==> config.mk <==
export PLATFORM = sky130hd
export DESIGN_NAME = channel_accum
export DESIGN_NICKNAME = d
export VERILOG_FILES = /design/src/rtl/channel_accum.sv
export SDC_FILE = /design/constraint.sdc
export NUM_CORES = 1
export LEC_CHECK = 0
export BUFFER_PORTS_ARGS = -buffer_cell sky130_fd_sc_hd__clkbuf_2
export CELL_PAD_IN_SITES_DETAIL_PLACEMENT = 0
export CELL_PAD_IN_SITES_GLOBAL_PLACEMENT = 1
export CORE_ASPECT_RATIO = 1.25
export CORE_MARGIN = 1
export CORE_UTILIZATION = 35
export DETAILED_ROUTE_END_ITERATION = 8
export MAX_ROUTING_LAYER = met4
export PLACE_DENSITY_LB_ADDON = 0.1
export SYNTH_ARGS = -nofsm -noshare
export SYNTH_HDL_FRONTEND = slang
export SYNTH_SLANG_ARGS = --single-unit
export TNS_END_PERCENT = 5
==> constraint.sdc <==
create_clock -name clk -period 2.6 [get_ports clk]
set_input_delay 0.39 -clock clk [delete_from_list [all_inputs] [get_ports clk]]
set_output_delay 0.39 -clock clk [all_outputs]
set_load 0.02 [all_outputs]
==> src/rtl/channel_accum.sv <==
// channel_accum: accumulates n_groups signed partial sums plus bias, optional ReLU,
// saturates to DW bits and hands the result downstream on a valid/ready handshake.
module channel_accum #(
    parameter int DW   = 18,
    parameter int FRAC = 10,
    parameter int GW   = 4
) (
    input  logic          clk,
    input  logic          rst,
    input  logic          start,
    input  logic [GW-1:0] n_groups,
    input  logic [DW-1:0] bias,
    input  logic          relu_en,
    input  logic          in_valid,
    input  logic [DW-1:0] in_data,
    input  logic          out_ready,
    output logic          out_valid,
    output logic [DW-1:0] out_data,
    output logic          out_sat,
    output logic          busy
);
    localparam int AW = DW + GW;

    typedef enum logic [1:0] {IDLE, ACCUM, FINISH, OUT} state_t;

    state_t        state, state_nx;
    logic [AW-1:0] acc;
    logic [GW-1:0] cnt;
    logic          relu;
    logic [AW-1:0] r;
    logic [GW:0]   upper;
    logic          sat;
    logic [DW-1:0] sat_data;

    always_ff @(posedge clk or posedge rst) begin
        if (rst) state <= IDLE;
        else     state <= state_nx;
    end

    always_comb begin
        state_nx = state;
        case (state)
            IDLE:    state_nx = (start && n_groups != '0) ? ACCUM : IDLE;
            ACCUM:   state_nx = (in_valid && cnt == GW'(1)) ? FINISH : ACCUM;
            FINISH:  state_nx = OUT;
            default: state_nx = out_ready ? IDLE : OUT;
        endcase
    end

    always_comb begin
        busy      = state != IDLE;
        out_valid = state == OUT;
    end

    // The result fits in DW bits only when the bits above the DW-bit sign are a pure sign extension.
    always_comb begin
        r        = (relu && acc[AW-1]) ? '0 : acc;
        upper    = r[AW-1:DW-1];
        sat      = !((&upper) || !(|upper));
        sat_data = !sat ? r[DW-1:0] : r[AW-1] ? {1'b1, {(DW-1){1'b0}}} : {1'b0, {(DW-1){1'b1}}};
    end

    always_ff @(posedge clk or posedge rst) begin
        if (rst) begin
            acc      <= '0;
            cnt      <= '0;
            relu     <= 1'b0;
            out_data <= '0;
            out_sat  <= 1'b0;
        end else begin
            if (state == IDLE && start && n_groups != '0) begin
                acc  <= {{GW{bias[DW-1]}}, bias};
                cnt  <= n_groups;
                relu <= relu_en;
            end
            if (state == ACCUM && in_valid) begin
                acc <= acc + {{GW{in_data[DW-1]}}, in_data};
                cnt <= cnt - GW'(1);
            end
            if (state == FINISH) begin
                out_data <= sat_data;
                out_sat  <= sat;
            end
        end
    end
endmodule

==> run summary <==
Fmax -> 391 MHz
Drt wl/cell -> 15.9 um
Drt first pass iters -> 4
Post-synth design cell area -> 0.00313 sq mm
Synth Register Bits -> 48
Synth Area in Compound Gates -> 0.250
Most numerous cell in the Yosys netlist -> a21oi_1
Initial Utilization -> 0.360
Post-synth top area share -> 0.383
Largest net degree at the start of global routing -> 31
Vias/cell -> 5.18
Setup crit end kind -> flip-flop
Status -> finished clean
Top Ports -> 67
GPL Wtd Cong -> 0.846
Tot GR Track Use -> 0.210
RSZ-0062 raised after global routing -> yes
HP Class -> in -> async
Max Cap Violations -> 0
Synth Net Count -> 435
Clk sink count -> 48
Yosys top cell by area -> dfrtp_1
Number of cell rows -> 38
Share of layout cells above drive strength 1 -> 0.245
FFs w/ async S/R, synth -> 1.00
Worst R2R Setup Slack -> 0.04 ns
Crit-path max FO -> 2
Final #Nets -> 514
Finished Core Util -> 0.437
1st-iter DRT viols -> 120
Clock transition at path regs -> 0.09 ns
CORE AREA -> 0.00870 sq mm
DRC Markers -> 0
Power per cell area -> 1310 mW/mm^2
Die span in y -> 108 um
Final min period -> 2.56 ns
Antenna-violating nets left -> 0
Max VDD drop -> 0.407 mV
Total wire length -> 8990 um
Syn. warnings -> 0
Clock Latency Late Sink -> 0.30 ns
Post-synth top cells -> a21oi_1 (50), nand2_1 (49), dfrtp_1 (48), nor2_1 (39), ha_1 (23)
Worst-Margin Slew -> 0.671 ns
Syn Inst Count -> 365
Buffers on Ports -> 66
Ranking of synthesized cells by area -> dfrtp_1 (38%), ha_1 (9.2%), a21oi_1 (8.0%)
R2R depth -> 9
Clock buffer count from CTS -> 5
Post-Synth XOR/XNOR Area -> 0.0447
GRT overflow -> 0
Setup Viol. Count Final -> 0
Seq/Total Area, Yosys -> 0.383
Vias -> 2924
Post-synth cell types -> 49
Non-Filler Instances -> 564
Finished layout cell area -> 0.00380 sq mm
EDFF count, synth -> 0
Dpl cell area -> 0.00369 sq mm
Worst Path Arrival -> 2.75 ns
CP required -> 2.79 ns
Vias in the first global route -> 2964
DIE WIDTH -> 86.6 um
Diodes inserted -> 0
Root buffer cell -> clkbuf_8
CTS tree -> done
Largest family of logic cells by synthesized area -> compound AO/OA/AOI/OAI gates
Adder-Cell Fraction of Synth Area -> 0.0982
CP Class -> reg -> reg
Slew HR -> 0.552
Final Max Tran Viols -> 0
Die area -> 0.00934 sq mm
First-pass GRT wire length -> 14500 um
CTS HTree Levels -> 2
Syn avg cell area -> 8.58 sq um
Proportion of synthesized area in mux cells -> 0.0128
Area delta synth->final -> 21.4%
Initial antenna violation count -> 0
Leakage -> 0.00176 uW
Cell total after placement -> 553
CP startpoint kind -> flip-flop
Final hold vios -> 0
Synth Area in Simple Gates -> 0.182
Clk_skew -> 0.00810 ns
Ys flop type -> dfrtp_1
DP HPWL -> 7040 um
Final worst path period share -> 0.983
Clock Tree Buf Depth -> 2
kinds of logic (layout without fill, tap and decap cells):
family	Yosys count	in the layout
mux	4	4
xor+xnor	16	16
fa+ha+maj	24	24
buf+inv	23	102
simple gates	127	127
compound gates	123	123
flops	48	48
worst paths after layout:
path	start	to
min	rst	out_data[4]
max in group asynchronous	rst	out_data[11]
min reg2reg	relu	relu
max	acc[0]	acc[14]
min in group clk	out_ready	state[1]
max reg2reg	acc[0]	acc[14]
what timing repair did:
| item | in CTS | in global routing |
|---|---|---|
| hold endpoints to repair | 0 | 0 |
| resized for setup | 1 | 0 |
| endpoints found under the setup margin | 1 | 3 |
| buffers inserted | 4 | 0 |
| gates cloned | 0 | 0 |
| pin swaps | 4 | 0 |
| hold buffers | 0 | 0 |
critical path, cell delays in order, from the launching register on:
cell      delay [ns]
dfrtp_1         0.39
ha_2            0.19
fa_2            0.42
a211oi_4        0.24
nor4_2          0.09
o311ai_2        0.26
nand2_1         0.11
and3_4          0.19
or3_1           0.34
a31o_1          0.22
per-layer routing:
metal,vias to the layer above,global-route usage,routed length (um)
li1,1466,-,-
met1,1378,0.236,3670
met2,69,0.392,4890
met3,11,0.0222,244
met4,0,0.0536,185
met5,-,-,0
registers in the layout, summed over array words and instances (netlist names):
signal	cells
relu	1
out_data	18
cnt	4
acc	22
out_sat	1
state	2
power breakdown:
| group | internal [uW] | switching, uW |
|---|---|---|
| clock | 183 | 258 |
| sequential | 1130 | 366 |
| combinational | 1290 | 1740 |
through the flow:
| stage | worst slack, ns | hold slack, ns | power [uW] | TNS [ns] |
|---|---|---|---|---|
| finish | 0.0440 | 0.163 | 4970 | 0 |
| global route | -0.0837 | 0.223 | 5450 | -0.147 |
| CTS | 0.0318 | 0.193 | 5020 | 0 |
| detailed placement | -0.175 | 0.509 | 4510 | -0.241 |
| global placement | -0.151 | 0.500 | 4490 | -0.194 |
| floorplan | 0.00526 | 0.472 | 3580 | 0 |
layout by cell type, fill, tap and decap left out, types with 3 or more instances in the layout:
cell type,Yosys,final
a211oi_1,8,8
a21o_1,9,9
a21oi_1,50,50
a22oi_1,4,4
buf_4,0,22
clkbuf_2,0,66
clkbuf_8,0,5
dfrtp_1,48,48
ha_1,23,22
inv_1,7,6
mux2i_1,4,4
nand2_1,49,49
nand3_1,5,5
nand4_1,5,5
nor2_1,39,39
nor2b_1,3,3
nor3_1,9,9
o21a_1,3,3
o21ai_0,17,17
o21ai_1,3,3
o21bai_1,5,5
o22ai_1,7,7
or2_2,3,3
xnor2_1,6,6
xor2_1,10,10
layout make-up:
cell class	count	area, sq um
clock inverters	2	12.5
repair buffers	88	495
fillers	954	4900
multi-input cells	294	1850
flip-flops and latches	48	1200
well taps	120	150
inverters	7	26.3
clock buffers	5	68.8
Power figures use the tool's default switching activity.
